### config.mk
export PLATFORM = sky130hd
export DESIGN_NAME = adder_share_arbiter
export DESIGN_NICKNAME = d
export VERILOG_FILES = /design/src/rtl/adder_share_arbiter_pkg.sv /design/src/rtl/adder_share_arbiter_fourbitadder.sv /design/src/rtl/adder_share_arbiter.sv
export SDC_FILE = /design/constraint.sdc
export NUM_CORES = 1
export LEC_CHECK = 0
export ABC_AREA = 1
export BUFFER_PORTS_ARGS = -buffer_cell sky130_fd_sc_hd__buf_2
export CORE_AREA = 2 2 39 41
export CTS_CLUSTER_SIZE = 28
export DETAILED_ROUTE_END_ITERATION = 10
export DIE_AREA = 0 0 41 43
export PLACE_DENSITY_LB_ADDON = 0.08
export REMOVE_ABC_BUFFERS = 1
export SYNTH_ARGS = -nofsm -noshare
export SYNTH_HDL_FRONTEND = slang
export SYNTH_SLANG_ARGS = --single-unit
### constraint.sdc
create_clock -name clk -period 3.6 [get_ports clk]
set_clock_uncertainty 0.05 [all_clocks]
set_input_delay 0.18 -clock clk [delete_from_list [all_inputs] [get_ports clk]]
set_output_delay 0.18 -clock clk [all_outputs]
set_load 0.005 [all_outputs]
### src/rtl/adder_share_arbiter_pkg.sv
// rtl/adder_share_arbiter_pkg.sv - shared constants and state type for the adder share arbiter
package adder_share_arbiter_pkg;

    localparam int DATA_W  = 4;
    localparam int NUM_REQ = 2;

    typedef enum logic {
        IDLE = 1'b0,
        HOLD = 1'b1
    } state_t;

endpackage

### src/rtl/adder_share_arbiter_fourbitadder.sv
// rtl/adder_share_arbiter_fourbitadder.sv - combinational 4-bit modulo-16 adder, carry discarded
module fourbitadder (
    input  logic [3:0] A,
    input  logic [3:0] B,
    output logic [3:0] Y
);

    assign Y = A + B;

endmodule

### src/rtl/adder_share_arbiter.sv
// rtl/adder_share_arbiter.sv - round-robin sharing of one 4-bit adder between two requesters
module adder_share_arbiter
    import adder_share_arbiter_pkg::*;
#(
    parameter int unsigned PRIO_RESET = 0
) (
    input  logic              clk,
    input  logic              reset,
    input  logic              req0_valid,
    input  logic [DATA_W-1:0] req0_a,
    input  logic [DATA_W-1:0] req0_b,
    output logic              req0_ready,
    input  logic              req1_valid,
    input  logic [DATA_W-1:0] req1_a,
    input  logic [DATA_W-1:0] req1_b,
    output logic              req1_ready,
    output logic              rsp_valid,
    output logic [DATA_W-1:0] rsp_sum,
    output logic              rsp_id,
    input  logic              rsp_ready,
    output logic              busy
);

    // The pointer stores the last granted requester, so reset loads the
    // opposite of PRIO_RESET to make PRIO_RESET win the first tie.
    localparam logic LAST_RESET = (PRIO_RESET == 0) ? 1'b1 : 1'b0;

    state_t            state_q, state_d;
    logic [DATA_W-1:0] rsp_sum_q, rsp_sum_d;
    logic              rsp_id_q, rsp_id_d;
    logic              last_q, last_d;

    logic              slot_free;
    logic              grant;
    logic              grant_id;
    logic [DATA_W-1:0] add_a;
    logic [DATA_W-1:0] add_b;
    logic [DATA_W-1:0] add_y;

    fourbitadder u_adder (
        .A (add_a),
        .B (add_b),
        .Y (add_y)
    );

    always_comb begin
        slot_free = (state_q == IDLE) || rsp_ready;
        grant_id  = (req0_valid && req1_valid) ? ~last_q : req1_valid;
        grant     = !reset && slot_free && (req0_valid || req1_valid);

        add_a = grant_id ? req1_a : req0_a;
        add_b = grant_id ? req1_b : req0_b;

        req0_ready = grant && !grant_id;
        req1_ready = grant && grant_id;

        state_d   = state_q;
        rsp_sum_d = rsp_sum_q;
        rsp_id_d  = rsp_id_q;
        last_d    = last_q;

        // A consumed result is replaced in the same cycle when a request is waiting.
        if (grant) begin
            state_d   = HOLD;
            rsp_sum_d = add_y;
            rsp_id_d  = grant_id;
            last_d    = grant_id;
        end else if (state_q == HOLD && rsp_ready) begin
            state_d = IDLE;
        end
    end

    always_ff @(posedge clk) begin
        if (reset) begin
            state_q   <= IDLE;
            rsp_sum_q <= '0;
            rsp_id_q  <= 1'b0;
            last_q    <= LAST_RESET;
        end else begin
            state_q   <= state_d;
            rsp_sum_q <= rsp_sum_d;
            rsp_id_q  <= rsp_id_d;
            last_q    <= last_d;
        end
    end

    assign rsp_valid = (state_q == HOLD);
    assign busy      = (state_q == HOLD);
    assign rsp_sum   = rsp_sum_q;
    assign rsp_id    = rsp_id_q;

endmodule

* Word level (Yosys, flattened, before mapping) *
Index checks and enable logic that the tools add are counted.

cells by class
  add/sub/neg operators = 1
  bitwise logic cells = 2
  reductions and logical operators = 11
  muxes and demuxes = 5

operator list
  cell                 number
  $mux W4              2
  $logic_and A1 B1 Y1  6
  $add A4 B4 Y4        1
  $mux W1              3
  $logic_not A1 Y1     2
  $logic_or A1 B1 Y1   2
  $not A1 Y1           2
  $reduce_bool A2 Y1   1

storage, ports and cells
  bits of input ports = 21
  register bits after elaboration = 7

* Longest topological paths before layout *
Gate-level depths: netlist of run 1.

  depth after elaboration = 5
  gate-level depth with buffers = 14

* Hierarchy *
Synthesis of run 1 repeated with hierarchy kept, for this count alone.

second synthesis, totals
  cells, all modules = 89
  area, all modules = 570.5 µm²

modules (own cells, without submodules)
  module               times used  area an instance (µm²)  sequential area each (µm²)  cells each
  adder_share_arbiter  1           447.9                   140.1                       70
  fourbitadder         1           122.6                   0.0                         19

* Least setup slack after synthesis of run 1 *
Ideal clock, no wire load.

  kind = reg2reg
  start point = reg last_q
  end point = reg rsp_sum_q[2], in the netlist rsp_sum[2]
  stages on the path, launching flop included = 10
  period minus slack after synthesis = 1.596 ns
  data required time = 3.428 ns
  slack = 2.004 ns
  arrival = 1.423 ns
  buffers on the path = 0
  cell sequence = dfxtp_1 nand2_1 nand2_4 inv_6 nand2_1 nand2_1 ha_1 fa_1 xnor2_1 o21ai_0

on the way
  word-level cells in the longest chain between the ends = 4
  elaborated cells on any way between the ends = 5
  those cells by class = add/sub: 1; mux: 3; bitwise: 1

RTL lines
  element                     RTL line                                              source
  start: declaration          adder_share_arbiter.sv:31                             logic last_q, last_d;
  start signal: assignment    adder_share_arbiter.sv:83                             last_q <= last_d;
  $not A1 Y1 *                adder_share_arbiter.sv:48                             grant_id = (req0_valid && req1_valid) ? ~last_q : req1_valid;
  $mux W1 *                   adder_share_arbiter.sv:48
  $mux W4 (on tied branches)  adder_share_arbiter.sv:51, adder_share_arbiter.sv:52
  $add A4 B4 Y4 *             adder_share_arbiter_fourbitadder.sv:8                 assign Y = A + B;
  end signal: assignment      adder_share_arbiter.sv:81                             rsp_sum_q <= rsp_sum_d;
  end: declaration            adder_share_arbiter.sv:29                             logic [DATA_W-1:0] rsp_sum_q, rsp_sum_d;

Every way passes the cells marked *; elsewhere a longest branch is shown, timed or not.
A chain may end at the register's enable or synchronous reset.

* Worst setup path in the final report of run 1 *
Same ends and word-level chain as after synthesis.

==> results of run 1 <==
-- cell type report --
class	count	area [sq um]	area share
multi-input combinational	64	326.6	0.4571
clock buffer	4	26.28	0.03678
sequential	7	140.1	0.1961
timing repair buffer	29	145.1	0.2032
tap	16	20.02	0.02802
inverter	13	56.30	0.07881
-- power groups by stage --
stage                     Combinational [W]  Sequential (W)  Clock (W)
final                             0.0000801       0.0000920  0.0000700
after global routing              0.0000947       0.0000933  0.0000771
after CTS                         0.0000817       0.0000921  0.0000728
after detailed placement          0.0000814       0.0000937          0
after global placement            0.0000812       0.0000934          0
after floorplan                   0.0000499       0.0000948          0
-- layout by cell type, fill, tap and decap left out --
cell type,n
nand2_1,42
buf_2,29
inv_1,11
dfxtp_1,7
nand3_1,6
nand2_4,3
nor2_1,3
ha_1,3
clkbuf_4,3
nor2_2,2
a21oi_1,2
inv_6,1
inv_4,1
xnor2_1,1
o21ai_0,1
fa_1,1
clkbuf_1,1
-- routing by layer --
| metal | global-route usage | vias up | part of all wire |
|---|---|---|---|
| met5 | 0 | - | 0 |
| met4 | 0.06000 | 0 | 0 |
| met3 | 0.03141 | 0 | 0.047 |
| met2 | 0.2594 | 15 | 0.47 |
| met1 | 0.1974 | 236 | 0.48 |
| li1 | - | 319 | - |
-- kinds of logic after synthesis --
group / Yosys count
xor gates and xnor gates: 1
and+or+nand+nor: 56
adders and majority gates: 4
AOI/OAI and AO/OA: 3
buffers and inverters: 14
DFF: 7
-- per-stage QoR --
stage,utilization,setup slack [ps]
floorplan,-,2004
finish,0.5163,1903
CTS,0.5163,1883
global placement,0.4973,1896
global route,0.5163,1653
detailed placement,0.4973,1899
-- sequential cells by signal, summed over array words and instances, names as in the netlist --
register,cells
last_q,1
busy,1
rsp_sum,4
rsp_id,1
-- how the worst max path moves through the flow --
stage,end,slack [ps],from
finish,rsp_sum[2],1900,last_q
detailed placement,rsp_sum[3],1900,last_q
floorplan,rsp_sum[2],2000,last_q
CTS,rsp_sum[3],1880,last_q
global route,rsp_sum[3],1650,last_q
global placement,rsp_sum[2],1900,last_q
==> results.json, run 1 <==
{
  "status": "finished clean",
  "min_period_ps": 1698,
  "dpl.hpwl_um": 882.5,
  "leakage_nw": 0.4670,
  "grt-ovfl-total": 0,
  "worstSkewPairLatency_ps": 250,
  "synth_top_family_by_area": "simple AND/OR/NAND/NOR gates",
  "yosys_warnings": 0,
  "synth_async_sr_flop_share": 0,
  "grt_first_pass_wirelength_mm": 2.007,
  "worstRegToRegCells": 9,
  "synth_ff_type": "dfxtp_1",
  "cp-start-kind": "register",
  "grt.total_usage": 0.1600,
  "setup_viol": 0,
  "fmax_mhz": 589.1,
  "worstPathMaxFanout": 9,
  "clock_power_share": 0.289,
  "synth_edf_count": 0,
  "cp_slowest_cell": "fa_1",
  "hold_buffers": 0,
  "die_w_um": 41,
  "gp_congestion": 0.7528,
  "cts_resized": 0,
  "design_power_total_w": 0.0002421,
  "hold_path.class": "in -> reg",
  "grt_max_degree": 10,
  "cts_sinks": 7,
  "synth_xor_area_frac": 0.01651,
  "switching_share": 0.3098,
  "drive_above_1_share": 0.3333,
  "grt_pass1_vias": 549,
  "relSlewSlack": 0.9031,
  "pwr-share-comb": 0.331,
  "crit_path_end_kind": "register",
  "antenna_cells": 0,
  "synth_seq_cells": 7,
  "critPathArrivalTime_ps": 1770,
  "finalCritPeriodShare": 0.4715,
  "clk_pin_slew_ps": 50,
  "yosys.area.top_type": "nand2_1",
  "yosys-top-cells-count": "nand2_1, inv_1, dfxtp_1",
  "fillers": 143,
  "cp_cell_sequence": "nand2_1, nand2_4, inv_6, nand2_1, nand2_1, ha_1, fa_1, xnor2_1, o21ai_0",
  "routed_wl_mm": 1.064,
  "synthMuxAreaShare": 0,
  "p_per_area_nw_per_um2": 338.8,
  "holdPathEnd": "busy",
  "synth_most_common_cell": "nand2_1",
  "viasPerCell": 4.286,
  "core_area_sq_um": 1384,
  "stdcell_count": 133,
  "antenna_found_initial": 0,
  "drtIter0Drc": 2,
  "wl_per_cell_um": 8.000,
  "r2r_slack_ps": 1900,
  "maxSlewViolCount": 0,
  "drc_errors": 0,
  "r2r_end": "rsp_sum[2]",
  "setup_tns_ps": 0,
  "path_delay_family": "adder cells",
  "die-area_sq_um": 1763,
  "whs_ps": 92.99,
  "synth.top_cell.area_share": 0.2972,
  "row_count": 14,
  "area_growth_syn_to_layout_pct": 34.67,
  "placed_cells": 129,
  "sequentialPowerShare": 0.380,
  "num_vias": 570,
  "worst_slew_pin_slew_ps": 145.2,
  "ir_drop_mv": 0.1037,
  "post_cts_buffers": 0,
  "cts_htree_levels": 1,
  "numCtsBuffers": 3,
  "clock_path_buffers": 2,
  "synth-adder-area-share": 0.1085,
  "whs_path_depth": 2,
  "min_from": "reset",
  "synth_top_cells_by_area": "nand2_1, dfxtp_1, inv_1, ha_1, nand2_4",
  "final_hold_viol_count": 0,
  "syn_inst": 85,
  "io_pins": 30,
  "synth-simple-area-share": 0.4623,
  "cts_tree": "done",
  "dr.pass1.iters": 3,
  "path_common_cell": "nand2_1",
  "drv_cap": 0,
  "detail-route-antenna-nets": 0,
  "fin_nets": 143,
  "p_sw_w": 0.00007501,
  "reg2reg_from": "last_q",
  "ys_seq_area_frac": 0.2642,
  "initial_core_util": 0.3834,
  "cp_num_cells": 9,
  "p_int_w": 0.0001671,
  "rsz0062_at_grt": "no",
  "required_ps": 3680,
  "max_stage_delay_ps": 380,
  "syn-mean-instance-area_sq_um": 6.241,
  "crit_type": "reg -> reg",
  "ys_types": 15,
  "path_buf_inv": 1,
  "synth_compound_area_frac": 0.02830,
  "place.port_buffers": 29,
  "syn_area_sq_um": 530.5,
  "dpl_cell_area_sq_um": 688.2,
  "fin_area_sq_um": 714.4,
  "cts-root-buf": "clkbuf_4",
  "die_height_um": 43
}
No activity file was read; power rests on OpenSTA's default activity.
==> run 2, diff against run 1 <==
clock period = 1.6 ns   (was 3.6 ns; I/O delays follow)
==> results.json, run 2 (same netlist as run 1, synthesis figures left out) <==
{
  "crit_type": "reg -> reg",
  "r2r_end": "rsp_sum[1]",
  "worstPathMaxFanout": 8,
  "min_period_ps": 1597,
  "drc_errors": 0,
  "cts-root-buf": "clkbuf_4",
  "initial_core_util": 0.3834,
  "grt_pass1_vias": 553,
  "row_count": 14,
  "antenna_found_initial": 0,
  "status": "finished clean",
  "switching_share": 0.3370,
  "final_hold_viol_count": 0,
  "rsz0062_at_grt": "yes",
  "drv_cap": 0,
  "dr.pass1.iters": 4,
  "routed_wl_mm": 1.355,
  "crit_start": "last_q",
  "worst_slew_pin_slew_ps": 148.0,
  "r2r_slack_ps": 3,
  "p_int_w": 0.0004330,
  "io_pins": 30,
  "max_stage_delay_ps": 530,
  "numCtsBuffers": 3,
  "maxSlewViolCount": 0,
  "grt-ovfl-total": 0,
  "final_cell_mix": "nand2_1, buf_2, inv_1",
  "drtIter0Drc": 7,
  "pwr-share-comb": 0.427,
  "gp_congestion": 0.7567,
  "cp-endpoint": "rsp_sum[1]",
  "wl_per_cell_um": 9.610,
  "cts_htree_levels": 1,
  "clk_pin_slew_ps": 60,
  "place.port_buffers": 29,
  "path_buf_inv": 1,
  "clock_path_buffers": 2,
  "setup_viol": 0,
  "die-area_sq_um": 1763,
  "p_sw_w": 0.0002201,
  "leakage_nw": 0.5445,
  "cts_sinks": 7,
  "path_delay_family": "adder cells",
  "worstSkewPairLatency_ps": 250,
  "critPathArrivalTime_ps": 1740,
  "clock_power_share": 0.255,
  "largest_reg_flops": 4,
  "core_area_sq_um": 1384,
  "sequentialPowerShare": 0.317,
  "design_power_total_w": 0.0006530,
  "dpl.hpwl_um": 905.4,
  "whs_ps": 89.76,
  "drive_above_1_share": 0.5360,
  "viasPerCell": 4.383,
  "path_common_cell": "nand2_2",
  "fin_nets": 151,
  "ir_drop_mv": 0.3263,
  "grt.total_usage": 0.1598,
  "grt_max_degree": 10,
  "cp_num_cells": 9,
  "antenna_cells": 0,
  "fmax_mhz": 626.1,
  "die_w_um": 41,
  "hold_path.class": "in -> reg",
  "worstRegToRegCells": 9,
  "crit_path_end_kind": "register",
  "area_growth_syn_to_layout_pct": 71.23,
  "cp-start-kind": "register",
  "p_per_area_nw_per_um2": 718.9,
  "die_height_um": 43,
  "required_ps": 1740,
  "num_vias": 618,
  "cts_tree": "done",
  "cp_cell_sequence": "nand2_2, nand2_4, inv_8, nand2_2, nand2_2, ha_4, fa_2, nand2_1, nand2_1",
  "reg2reg_from": "last_q",
  "finalCritPeriodShare": 0.9982,
  "grt_first_pass_wirelength_mm": 2.035,
  "relSlewSlack": 0.9012,
  "detail-route-antenna-nets": 0,
  "cp_slowest_cell": "fa_2"
}
-- run 2: worst min-delay path, stage by stage --
cell and delay (ps):
buf_2 100, nor2_2 40, a21oi_1 120
-- run 2: worst min-delay path by stage --
stage | startpoint | to | slack, ps | cells after the start
finish | req0_valid | busy | 90 | 3
CTS | req0_valid | busy | 100 | 3
detailed placement | reset | busy | 250 | 2
global placement | reset | rsp_id | 240 | 2
global route | req0_valid | busy | 130 | 3
floorplan | reset | busy | 100 | 1
-- run 2: layout make-up --
| cell class | count | area, sq um |
|---|---|---|
| clock buffer | 4 | 26.28 |
| fill | 114 | 475.5 |
| inverter | 13 | 58.81 |
| multi-input combinational | 64 | 446.7 |
| sequential | 7 | 141.4 |
| tap | 16 | 20.02 |
| timing repair buffer | 37 | 215.2 |
-- run 2: routing by layer --
layer,global-route usage,up-vias,part of all wire
met5,0,-,0
met4,0.04000,0,0
met3,0.01571,0,0.038
met2,0.2719,15,0.50
met1,0.2032,267,0.46
li1,-,336,-
-- run 2: metrics by stage --
step | setup WS [ps] | TNS, ps | utilization | instance area, sq um | cells
floorplan | 4.298 | 0 | - | 523.0 | 84
global placement | -31.82 | -56.32 | 0.5081 | 703.2 | 131
CTS | 2.230 | 0 | 0.5714 | 790.8 | 139
global route | -90.71 | -236.4 | 0.6564 | 908.4 | 141
finish | 2.873 | 0 | 0.6564 | 908.4 | 141
detailed placement | -91.10 | -206.6 | 0.5081 | 703.2 | 131
-- run 2: power by group through the flow --
stage | Sequential (W) | Combinational (W) | Clock [W]
after detailed placement | 0.000211 | 0.000194 | 0
after CTS | 0.000208 | 0.000217 | 0.000167
after global placement | 0.000210 | 0.000192 | 0
after floorplan | 0.000213 | 0.000112 | 0
final | 0.000207 | 0.000279 | 0.000167
after global routing | 0.000211 | 0.000315 | 0.000175
-- run 2: repair_timing --
item,in CTS,in global routing
pin swaps,4,11
endpoints found under the hold margin,2,0
resized for setup,8,25
hold buffers,1,0
setup endpoints to repair,3,3
setup buffers,3,2
==> run 3, diff against run 2 <==
--- a/config.mk
+++ b/config.mk
@@ -13,4 +13,5 @@
 export DIE_AREA = 0 0 41 43
 export PLACE_DENSITY_LB_ADDON = 0.08
+export RECOVER_POWER = 25
 export REMOVE_ABC_BUFFERS = 1
 export SYNTH_ARGS = -nofsm -noshare
==> constraint.sdc (replaced) <==
create_clock -name clk -period 1.6 [get_ports clk]
set_clock_uncertainty 0.05 [all_clocks]
set_input_delay 0.08 -clock clk [delete_from_list [all_inputs] [get_ports clk]]
set_output_delay 0.08 -clock clk [all_outputs]
set_load 0.01 [all_outputs]
==> results.json, run 3 (same netlist as run 1, synthesis figures left out) <==
{
  "required_ps": 1740,
  "largest_reg_flops": 4,
  "p_sw_w": 0.0002292,
  "ir_drop_mv": 0.3278,
  "grt_max_degree": 10,
  "fin_area_sq_um": 904.6,
  "fillers": 116,
  "relSlewSlack": 0.8788,
  "detail-route-antenna-nets": 0,
  "mostFrequentLayoutCell": "nand2_1",
  "io_pins": 30,
  "row_count": 14,
  "fmax_mhz": 626.1,
  "cts_htree_levels": 1,
  "crit_type": "reg -> reg",
  "grt-ovfl-total": 0,
  "cp_slowest_cell": "fa_2",
  "numCtsBuffers": 3,
  "p_int_w": 0.0004321,
  "final_cell_mix": "nand2_1, buf_2, inv_1",
  "leakage_nw": 0.5355,
  "grt_pass1_vias": 553,
  "wl_per_cell_um": 9.582,
  "place.port_buffers": 29,
  "dpl_cell_area_sq_um": 703.2,
  "dpl.hpwl_um": 905.4,
  "grt_first_pass_wirelength_mm": 2.035,
  "clock_path_buffers": 2,
  "dr.pass1.iters": 4,
  "path_common_cell": "nand2_2",
  "dp_slack_ps": -91.10,
  "p_per_area_nw_per_um2": 731.0,
  "critPathArrivalTime_ps": 1740,
  "cts_tree": "done",
  "finalCritPeriodShare": 0.9982,
  "grt.total_usage": 0.1598,
  "stdcell_count": 141,
  "placed_cells": 131,
  "crit_path_end_kind": "register",
  "cp_cell_sequence": "nand2_2, nand2_4, inv_8, nand2_2, nand2_2, ha_4, fa_2, nand2_1, nand2_1",
  "cp-start-kind": "register",
  "worstPathMaxFanout": 8,
  "switching_share": 0.3466,
  "area_growth_syn_to_layout_pct": 70.52,
  "gp_congestion": 0.7567,
  "num_vias": 617,
  "maxSlewViolCount": 0,
  "antenna_cells": 0,
  "clock_power_share": 0.252,
  "die-area_sq_um": 1763,
  "worst_slew_pin_slew_ps": 181.9,
  "rsz0062_at_grt": "yes",
  "drc_errors": 0,
  "viasPerCell": 4.376,
  "final_hold_viol_count": 0,
  "worstSkewPairLatency_ps": 250,
  "core_area_sq_um": 1384,
  "drtIter0Drc": 10,
  "worst_slack_ps": 2.874,
  "antenna_found_initial": 0,
  "cts_sinks": 7,
  "pwr-share-comb": 0.435,
  "cts-root-buf": "clkbuf_4",
  "setup_viol": 0,
  "die_w_um": 41,
  "drv_cap": 0,
  "sequentialPowerShare": 0.313,
  "status": "finished clean",
  "max_stage_delay_ps": 530,
  "routed_wl_mm": 1.351,
  "die_height_um": 43,
  "clk_pin_slew_ps": 60,
  "min_period_ps": 1597,
  "drive_above_1_share": 0.5120,
  "initial_core_util": 0.3834,
  "fin_nets": 151,
  "hold_path.class": "in -> reg",
  "design_power_total_w": 0.0006613
}
[run 3: cell types whose count changed in the layout (fill, tap and decap cells not counted), sizes merged]
cell,delta
clkbuf,+3
buf,-3
[run 3: worst paths after layout]
check	endpoint	slack, ps	startpoint	cells past startpoint
setup / recovery	rsp_sum[1]	3	last_q	9
hold / removal	busy	90	req0_valid	3
setup reg to reg	rsp_sum[1]	3	last_q	9
hold reg to reg	rsp_sum[1]	410	rsp_sum[1]	2
[run 3: worst max-delay path, delay by kind of cell, from the launching register on]
kind / cells / cell delay [ps]
AND/OR/NAND/NOR: 6 / 410
adder cells (fa/ha/maj): 2 / 690
buffers and inverters: 1 / 70
flip-flops: 1 / 330
[run 3: routing by layer]
metal,vias to the layer above,wire (um),global-route usage,part of all wire
met5,-,0,0,0
met4,0,0,0.04000,0
met3,0,51,0.01571,0.038
met2,15,682,0.2719,0.50
met1,266,617,0.2032,0.46
li1,336,-,-,-
[run 3: per-stage QoR]
| stage | TNS [ps] | hold slack [ps] | utilization |
|---|---|---|---|
| final | 0 | 89.96 | 0.6537 |
| after global routing | -236.4 | 131.0 | 0.6537 |
| after CTS | 0 | 97.44 | 0.5714 |
| after detailed placement | -206.6 | 245.6 | 0.5081 |
| after global placement | -56.32 | 243.7 | 0.5081 |
| after floorplan | 0 | 99.07 | - |
[run 3: power by group through the flow]
stage / Sequential, W / Combinational [W] / Clock (W)
floorplan: 0.000222 / 0.000113 / 0
global placement: 0.000210 / 0.000201 / 0
detailed placement: 0.000211 / 0.000203 / 0
CTS: 0.000208 / 0.000227 / 0.000167
global route: 0.000211 / 0.000324 / 0.000175
finish: 0.000207 / 0.000288 / 0.000166
[run 3: what timing repair did]
action | 4_1_cts | 5_1_grt
pin swaps | 4 | 11
hold endpoints to repair | 2 | 0
endpoints found under the setup margin | 3 | 3
hold buffers | 1 | 0
resized for setup | 8 | 25
setup buffers | 3 | 2
[run 3: layout make-up]
cell class	instances	area (sq um)	share of cell area
tap	16	20.02	0.02213
clock buffer	4	26.28	0.02905
multi-input combinational	64	446.7	0.4938
sequential	7	141.4	0.1563
inverter	13	58.81	0.06501
timing repair buffer	37	211.5	0.2337
